===== src/rtl/comparator_bist_pkg.sv =====
// Shared definitions for the comparator BIST: state encoding, LFSR taps,
// directed vectors and the LFSR step function.
package comparator_bist_pkg;

  typedef logic [2:0] state_t;
  localparam state_t ST_IDLE   = 3'd0;
  localparam state_t ST_DRIVE  = 3'd1;
  localparam state_t ST_SAMPLE = 3'd2;
  localparam state_t ST_CHECK  = 3'd3;
  localparam state_t ST_DONE   = 3'd4;

  typedef struct packed {
    logic [15:0] a;
    logic [15:0] b;
  } vec_t;

  typedef struct packed {
    logic eq;
    logic gt;
    logic lt;
  } flags_t;

  // Taps 16,14,13,11 expressed as bit positions 15,13,12,10.
  localparam logic [15:0] LFSR_TAPS = 16'hB400;

  localparam vec_t DIR_VEC0 = '{a: 16'd10,  b: 16'd20};
  localparam vec_t DIR_VEC1 = '{a: 16'd100, b: 16'd100};
  localparam vec_t DIR_VEC2 = '{a: 16'd110, b: 16'd20};

  localparam logic [9:0] NO_FAIL = 10'h3FF;

  function automatic logic [15:0] lfsr_next(input logic [15:0] s);
    return {s[14:0], ^(s & LFSR_TAPS)};
  endfunction

endpackage


===== src/rtl/comparator_bist_lfsr16.sv =====
// 16-bit Fibonacci LFSR; exposes current state and a one-step lookahead.
// A step advances the register by two positions so both outputs are fresh next time.
module lfsr16
  import comparator_bist_pkg::*;
#(
  parameter logic [15:0] SEED = 16'hACE1
) (
  input  logic        clk,
  input  logic        rst_n,
  input  logic        load_i,
  input  logic        step_i,
  input  logic [15:0] seed_i,
  output logic [15:0] state_o,
  output logic [15:0] peek_o
);

  logic [15:0] state_q;
  logic [15:0] state_d;

  assign state_o = state_q;
  assign peek_o  = lfsr_next(state_q);

  always_comb begin
    state_d = state_q;
    if (load_i) begin
      state_d = seed_i;
    end else if (step_i) begin
      state_d = lfsr_next(peek_o);
    end
  end

  always_ff @(posedge clk or negedge rst_n) begin
    if (!rst_n) begin
      state_q <= SEED;
    end else begin
      state_q <= state_d;
    end
  end

endmodule


===== src/rtl/comparator_bist.sv =====
// BIST engine for an external 16-bit magnitude comparator: drive, settle a cycle, check.
// Each vector takes 3 cycles; done pulses in the cycle after the last check. No backpressure.
module comparator_bist
  import comparator_bist_pkg::*;
#(
  parameter int          N_VECTORS = 16,
  parameter logic [15:0] LFSR_SEED = 16'hACE1
) (
  input  logic        clk,
  input  logic        rst_n,
  input  logic        start,
  output logic [15:0] a,
  output logic [15:0] b,
  input  logic        equal,
  input  logic        greaterthan,
  input  logic        lessthan,
  output logic        busy,
  output logic        done,
  output logic        pass,
  output logic [7:0]  fail_count,
  output logic [9:0]  first_fail_idx
);

  localparam logic [9:0] LAST_IDX = 10'(N_VECTORS - 1);

  state_t      state_q, state_d;
  logic [9:0]  idx_q, idx_d;
  logic [15:0] a_q, a_d, b_q, b_d;
  flags_t      flags_q, flags_d;
  logic [7:0]  fail_cnt_q, fail_cnt_d;
  logic [9:0]  first_fail_q, first_fail_d;
  logic        pass_q, pass_d;

  logic        lfsr_load, lfsr_step;
  logic [15:0] lfsr_state, lfsr_peek;
  logic [16:0] diff;
  flags_t      exp_flags;

  lfsr16 #(.SEED(LFSR_SEED)) u_lfsr (
    .clk     (clk),
    .rst_n   (rst_n),
    .load_i  (lfsr_load),
    .step_i  (lfsr_step),
    .seed_i  (LFSR_SEED),
    .state_o (lfsr_state),
    .peek_o  (lfsr_peek)
  );

  // Borrow out of the widened subtraction is the unsigned a<b indication.
  assign diff         = {1'b0, a_q} - {1'b0, b_q};
  assign exp_flags.eq = (diff == 17'd0);
  assign exp_flags.lt = diff[16];
  assign exp_flags.gt = ~exp_flags.eq & ~exp_flags.lt;

  always_comb begin
    state_d      = state_q;
    idx_d        = idx_q;
    a_d          = a_q;
    b_d          = b_q;
    flags_d      = flags_q;
    fail_cnt_d   = fail_cnt_q;
    first_fail_d = first_fail_q;
    pass_d       = pass_q;
    lfsr_load    = 1'b0;
    lfsr_step    = 1'b0;
    case (state_q)
      ST_IDLE: begin
        if (start) begin
          state_d      = ST_DRIVE;
          idx_d        = 10'd0;
          fail_cnt_d   = 8'd0;
          first_fail_d = NO_FAIL;
          pass_d       = 1'b0;
          lfsr_load    = 1'b1;
        end
      end
      ST_DRIVE: begin
        state_d = ST_SAMPLE;
        case (idx_q)
          10'd0:   {a_d, b_d} = DIR_VEC0;
          10'd1:   {a_d, b_d} = DIR_VEC1;
          10'd2:   {a_d, b_d} = DIR_VEC2;
          default: begin
            a_d       = lfsr_state;
            b_d       = lfsr_peek;
            lfsr_step = 1'b1;
          end
        endcase
      end
      ST_SAMPLE: begin
        state_d = ST_CHECK;
        flags_d = '{eq: equal, gt: greaterthan, lt: lessthan};
      end
      ST_CHECK: begin
        if (flags_q != exp_flags) begin
          if (fail_cnt_q != 8'hFF) fail_cnt_d = fail_cnt_q + 8'd1;
          if (first_fail_q == NO_FAIL) first_fail_d = idx_q;
        end
        idx_d   = idx_q + 10'd1;
        state_d = (idx_q < LAST_IDX) ? ST_DRIVE : ST_DONE;
      end
      ST_DONE: begin
        pass_d  = (fail_cnt_q == 8'd0);
        state_d = ST_IDLE;
      end
      default: state_d = ST_IDLE;
    endcase
  end

  always_ff @(posedge clk or negedge rst_n) begin
    if (!rst_n) begin
      state_q      <= ST_IDLE;
      idx_q        <= 10'd0;
      a_q          <= 16'd0;
      b_q          <= 16'd0;
      flags_q      <= '0;
      fail_cnt_q   <= 8'd0;
      first_fail_q <= NO_FAIL;
      pass_q       <= 1'b0;
    end else begin
      state_q      <= state_d;
      idx_q        <= idx_d;
      a_q          <= a_d;
      b_q          <= b_d;
      flags_q      <= flags_d;
      fail_cnt_q   <= fail_cnt_d;
      first_fail_q <= first_fail_d;
      pass_q       <= pass_d;
    end
  end

  assign a              = a_q;
  assign b              = b_q;
  assign busy           = (state_q != ST_IDLE);
  assign done           = (state_q == ST_DONE);
  assign pass           = pass_q;
  assign fail_count     = fail_cnt_q;
  assign first_fail_idx = first_fail_q;

endmodule


===== config.mk =====
export PLATFORM = sky130hd
export DESIGN_NAME = comparator_bist
export DESIGN_NICKNAME = d
export VERILOG_FILES = /design/src/rtl/comparator_bist_pkg.sv /design/src/rtl/comparator_bist_lfsr16.sv /design/src/rtl/comparator_bist.sv
export SDC_FILE = /design/constraint.sdc
export NUM_CORES = 1
export LEC_CHECK = 0
export CORE_MARGIN = 5
export CORE_UTILIZATION = 55
export CTS_CLUSTER_DIAMETER = 100
export DETAILED_ROUTE_END_ITERATION = 10
export DONT_BUFFER_PORTS = 1
export GPL_ROUTABILITY_DRIVEN = 0
export PLACE_DENSITY = 0.68
export SLEW_MARGIN = 20
export SYNTH_ARGS = -nofsm -noshare
export SYNTH_HDL_FRONTEND = slang
export SYNTH_SLANG_ARGS = --single-unit

===== constraint.sdc =====
create_clock -name clk -period 7.6 [get_ports clk]
set_input_delay 2.28 -clock clk [delete_from_list [all_inputs] [get_ports clk]]
set_output_delay 2.28 -clock clk [all_outputs]
set_load 0.01 [all_outputs]

==> results.tsv <==
stage	metric	value	unit
pwr	Lkg Pwr	2.15	nW
worst_setup_path	R2R setup slack	3690	ps
worst_setup_path	R2R cell count	12	
clock_tree	CTS H-tree lvls	3	
final_layout	Final Net Count	515	
clock_tree	cts repair resizes	0	
timing	crit path time final	3910	ps
pwr	Worst VDD drop	0.179	mV
worst_setup_path	CP Capture Type	register	
floorplanning	Core Region	0.00813	mm2
drt	initial drt markers	272	
clock_tree	Num CTS Buffers	9	
synth	cell count after synthesis	492	
final_layout	Area Growth Syn to Fin	5.29	%
clock_tree	CTS max path bufs	2	
drt	final wirelength	10900	um
global_routing	Tot GR Track Use	22.5	%
timing	Worst slew margin	33.4	%
clock_tree	CTS tree	built	
final_layout	Antenna diodes	0	
timing	RSZ-0062 raised after global routing	false	
floorplanning	Die H	101	um
synth	Cell Area, Synth	0.00454	mm2
floorplanning	area of the die	0.0102	mm2
timing	post-route setup slack	3690	ps
worst_setup_path	reg2reg start	a[0]$_DFFE_PN0N_	
outcome	outcome	finished, final reports clean	
drt	via count	3678	
drt	Pre-antenna DRT Iters	5	
worst_hold_path	Worst Hold Path Cells	2	
clock_tree	worst skew pair latency	360	ps
timing	clk_skew	8.55	ps
clock_tree	Sink Count	83	
worst_setup_path	Setup crit end	fail_count[1]$_DFFE_PN0P_	
timing	fmax	256	MHz
timing	period utilization	51.4	%
worst_hold_path	Hold Crit Class	reg -> reg	
synth	synth warn	0	
global_routing	largest net degree at the start of global routing	84	
global_routing	first-pass GRT wire length	18000	um
drt	DRC errors left	0	
worst_setup_path	Worst Path Max Fanout	16	
pwr	pwr/cell area	515	mW/mm2
placement	post-DP HPWL	7780	um
synth	async set-reset flop share out of synthesis	100	%
worst_setup_path	critical path type	reg -> reg	
clock_tree	Reg clk slew, reported paths	80	ps
synth	Yosys cell types	62	
synth	number of synthesized flops with an enable pin	0	
clock_tree	CTS Hold Buffers Added	0	
global_routing	Overflow after GRT	0	
floorplanning	Die X	101	um
worst_setup_path	startpoint types	register	
final_layout	commonest non-fill, non-tap cell in the layout	nand2_1	
timing	Tightest Pin Transition	999	ps
global_routing	vias in the first global route	3632	
flow_run	max_cap viols	0	
drt	Routed Antenna Nets	0	
synth	average size of a mapped cell	9.23	um2
timing	Setup TNS Final	0	ps
synth	post-synthesis sequential area ratio	46.2	%
clock_tree	Post-CTS Setup Bufs	0	
floorplanning	I/O pin count	59	
worst_setup_path	Worst R2R End	fail_count[1]$_DFFE_PN0P_	
timing	setup-violating endpoint count in the final report	0	
timing	Final Max Slew Viols	0	
timing	Hold Violations, Final	0	
synth	number of synthesized register bits	83	
drt	WL/cell	18.2	um
placement	port bufs	0	
floorplanning	Starting Density	55.8	%
synth	Net Count, Synth	521	
clock_tree	Root Buffer	clkbuf_8	
worst_setup_path	Critical Path Source	a[0]$_DFFE_PN0N_	
drt	Vias/cell	6.17	
floorplanning	Rows	33	
placement	Post-Place Setup Slack	3510	ps
final_layout	share of cells above drive strength 1	9.57	%
worst_setup_path	Worst Path Arrival	4160	ps
worst_setup_path	WP data required	7850	ps
synth	ys flop type	dfrtp_1	
final_layout	most frequent cells in the layout	nand2_1 (77), dfrtp_1 (65), a21oi_1 (39), o21ai_0 (37), nor2_1 (30)	
global_routing	initial antenna violation count	0	
-- cells in the mapped netlist (3+ instances only) --
cell / number / area, um2
nand2_1: 77 / 289
dfrtp_1: 65 / 1630
a21oi_1: 39 / 195
o21ai_0: 37 / 185
nor2_1: 30 / 113
inv_1: 29 / 109
ha_1: 22 / 275
nand3_1: 22 / 110
dfstp_2: 18 / 473
clkbuf_1: 14 / 52.6
o22a_1: 11 / 96.3
a21o_1: 8 / 60.1
and3_1: 8 / 50.1
nand4_1: 8 / 50.1
a31oi_1: 7 / 43.8
xnor2_1: 7 / 61.3
nor3b_1: 6 / 45.0
nor4_1: 6 / 37.5
o211ai_1: 6 / 45.0
nand2b_1: 4 / 25.0
nor3_1: 4 / 20.0
a211o_1: 3 / 26.3
buf_2: 3 / 15.0
mux2_2: 3 / 33.8
mux2i_1: 3 / 30.0
nor2b_1: 3 / 18.8
xor2_1: 3 / 26.3
-- per-stage QoR --
step	util, %	instance area (um2)	hold WS [ps]	total power, W	cells
after CTS	58.8	4780	489	0.00246	596
after global routing	58.8	4780	510	0.00267	596
after global placement	56.6	4600	472	0.00212	580
after detailed placement	56.6	4600	477	0.00216	580
after floorplan	-	4540	464	0.00185	492
final	58.8	4780	486	0.00246	596
-- critical path, stage by stage, from the launching register on --
cell,delay [ps]
dfrtp_1,400
inv_1,70
ha_1,260
fa_1,530
nand3_1,80
a311o_1,280
a311oi_1,420
nand4_1,190
nor4_2,370
nor3b_1,130
nor3_4,610
o21ai_0,210
a32o_1,240
-- worst min-delay path by stage --
stage                                             start                             to  slack, ps
final                     u_lfsr.state_o[5]$_DFFE_PN1P_  u_lfsr.state_o[5]$_DFFE_PN1P_        490
after floorplan           u_lfsr.state_o[5]$_DFFE_PN1P_  u_lfsr.state_o[5]$_DFFE_PN1P_        460
after global placement    u_lfsr.state_o[5]$_DFFE_PN1P_  u_lfsr.state_o[5]$_DFFE_PN1P_        470
after global routing      u_lfsr.state_o[5]$_DFFE_PN1P_  u_lfsr.state_o[5]$_DFFE_PN1P_        510
after detailed placement  u_lfsr.state_o[5]$_DFFE_PN1P_  u_lfsr.state_o[5]$_DFFE_PN1P_        480
after CTS                 u_lfsr.state_o[5]$_DFFE_PN1P_  u_lfsr.state_o[5]$_DFFE_PN1P_        490
-- routing by layer --
metal  GRT usage [%]  wire length, um  vias to the layer above
li1                -                -                     1753
met1            29.7             4670                     1806
met2            36.9             5380                      104
met3            5.47              636                       15
met4            6.42              173                        0
met5               0                0                        -
-- state kept, by name, summed over array words and instances (netlist names) --
| name | cells |
|---|---|
| idx_q | 10 |
| flags_q | 3 |
| first_fail_idx | 10 |
| state_q | 3 |
| b | 16 |
| fail_count | 8 |
| a | 16 |
| u_lfsr.state_o | 16 |
| pass | 1 |
-- power by group --
group | leakage (nW) | switching (W) | internal, W | total, W
clock network | 0.0884 | 0.000160 | 0.000136 | 0.000296
logic | 1.02 | 0.000775 | 0.000509 | 0.00128
registers | 1.04 | 0.000229 | 0.000653 | 0.000882
total | 2.15 | 0.00116 | 0.00130 | 0.00246
-- layout make-up --
cell class                      instances  area [um2]
Fill cell                             695        3350
Multi-Input combinational cell        362        2250
Sequential cell                        83        2100
Clock buffer                           12         155
Tap cell                              105         131
Inverter                               29         109
Clock inverter                          4        25.0
Timing Repair Buffer                    1        7.51
-- cells by family after synthesis --
logic type / synth area share (%)
buf+inv: 4.13
fa+ha+maj: 6.50
xor+xnor: 1.93
mux: 1.40
compound gates: 19.3
simple gates: 20.5
flops: 46.2
Note: power is estimated with default switching activity, not from simulation.
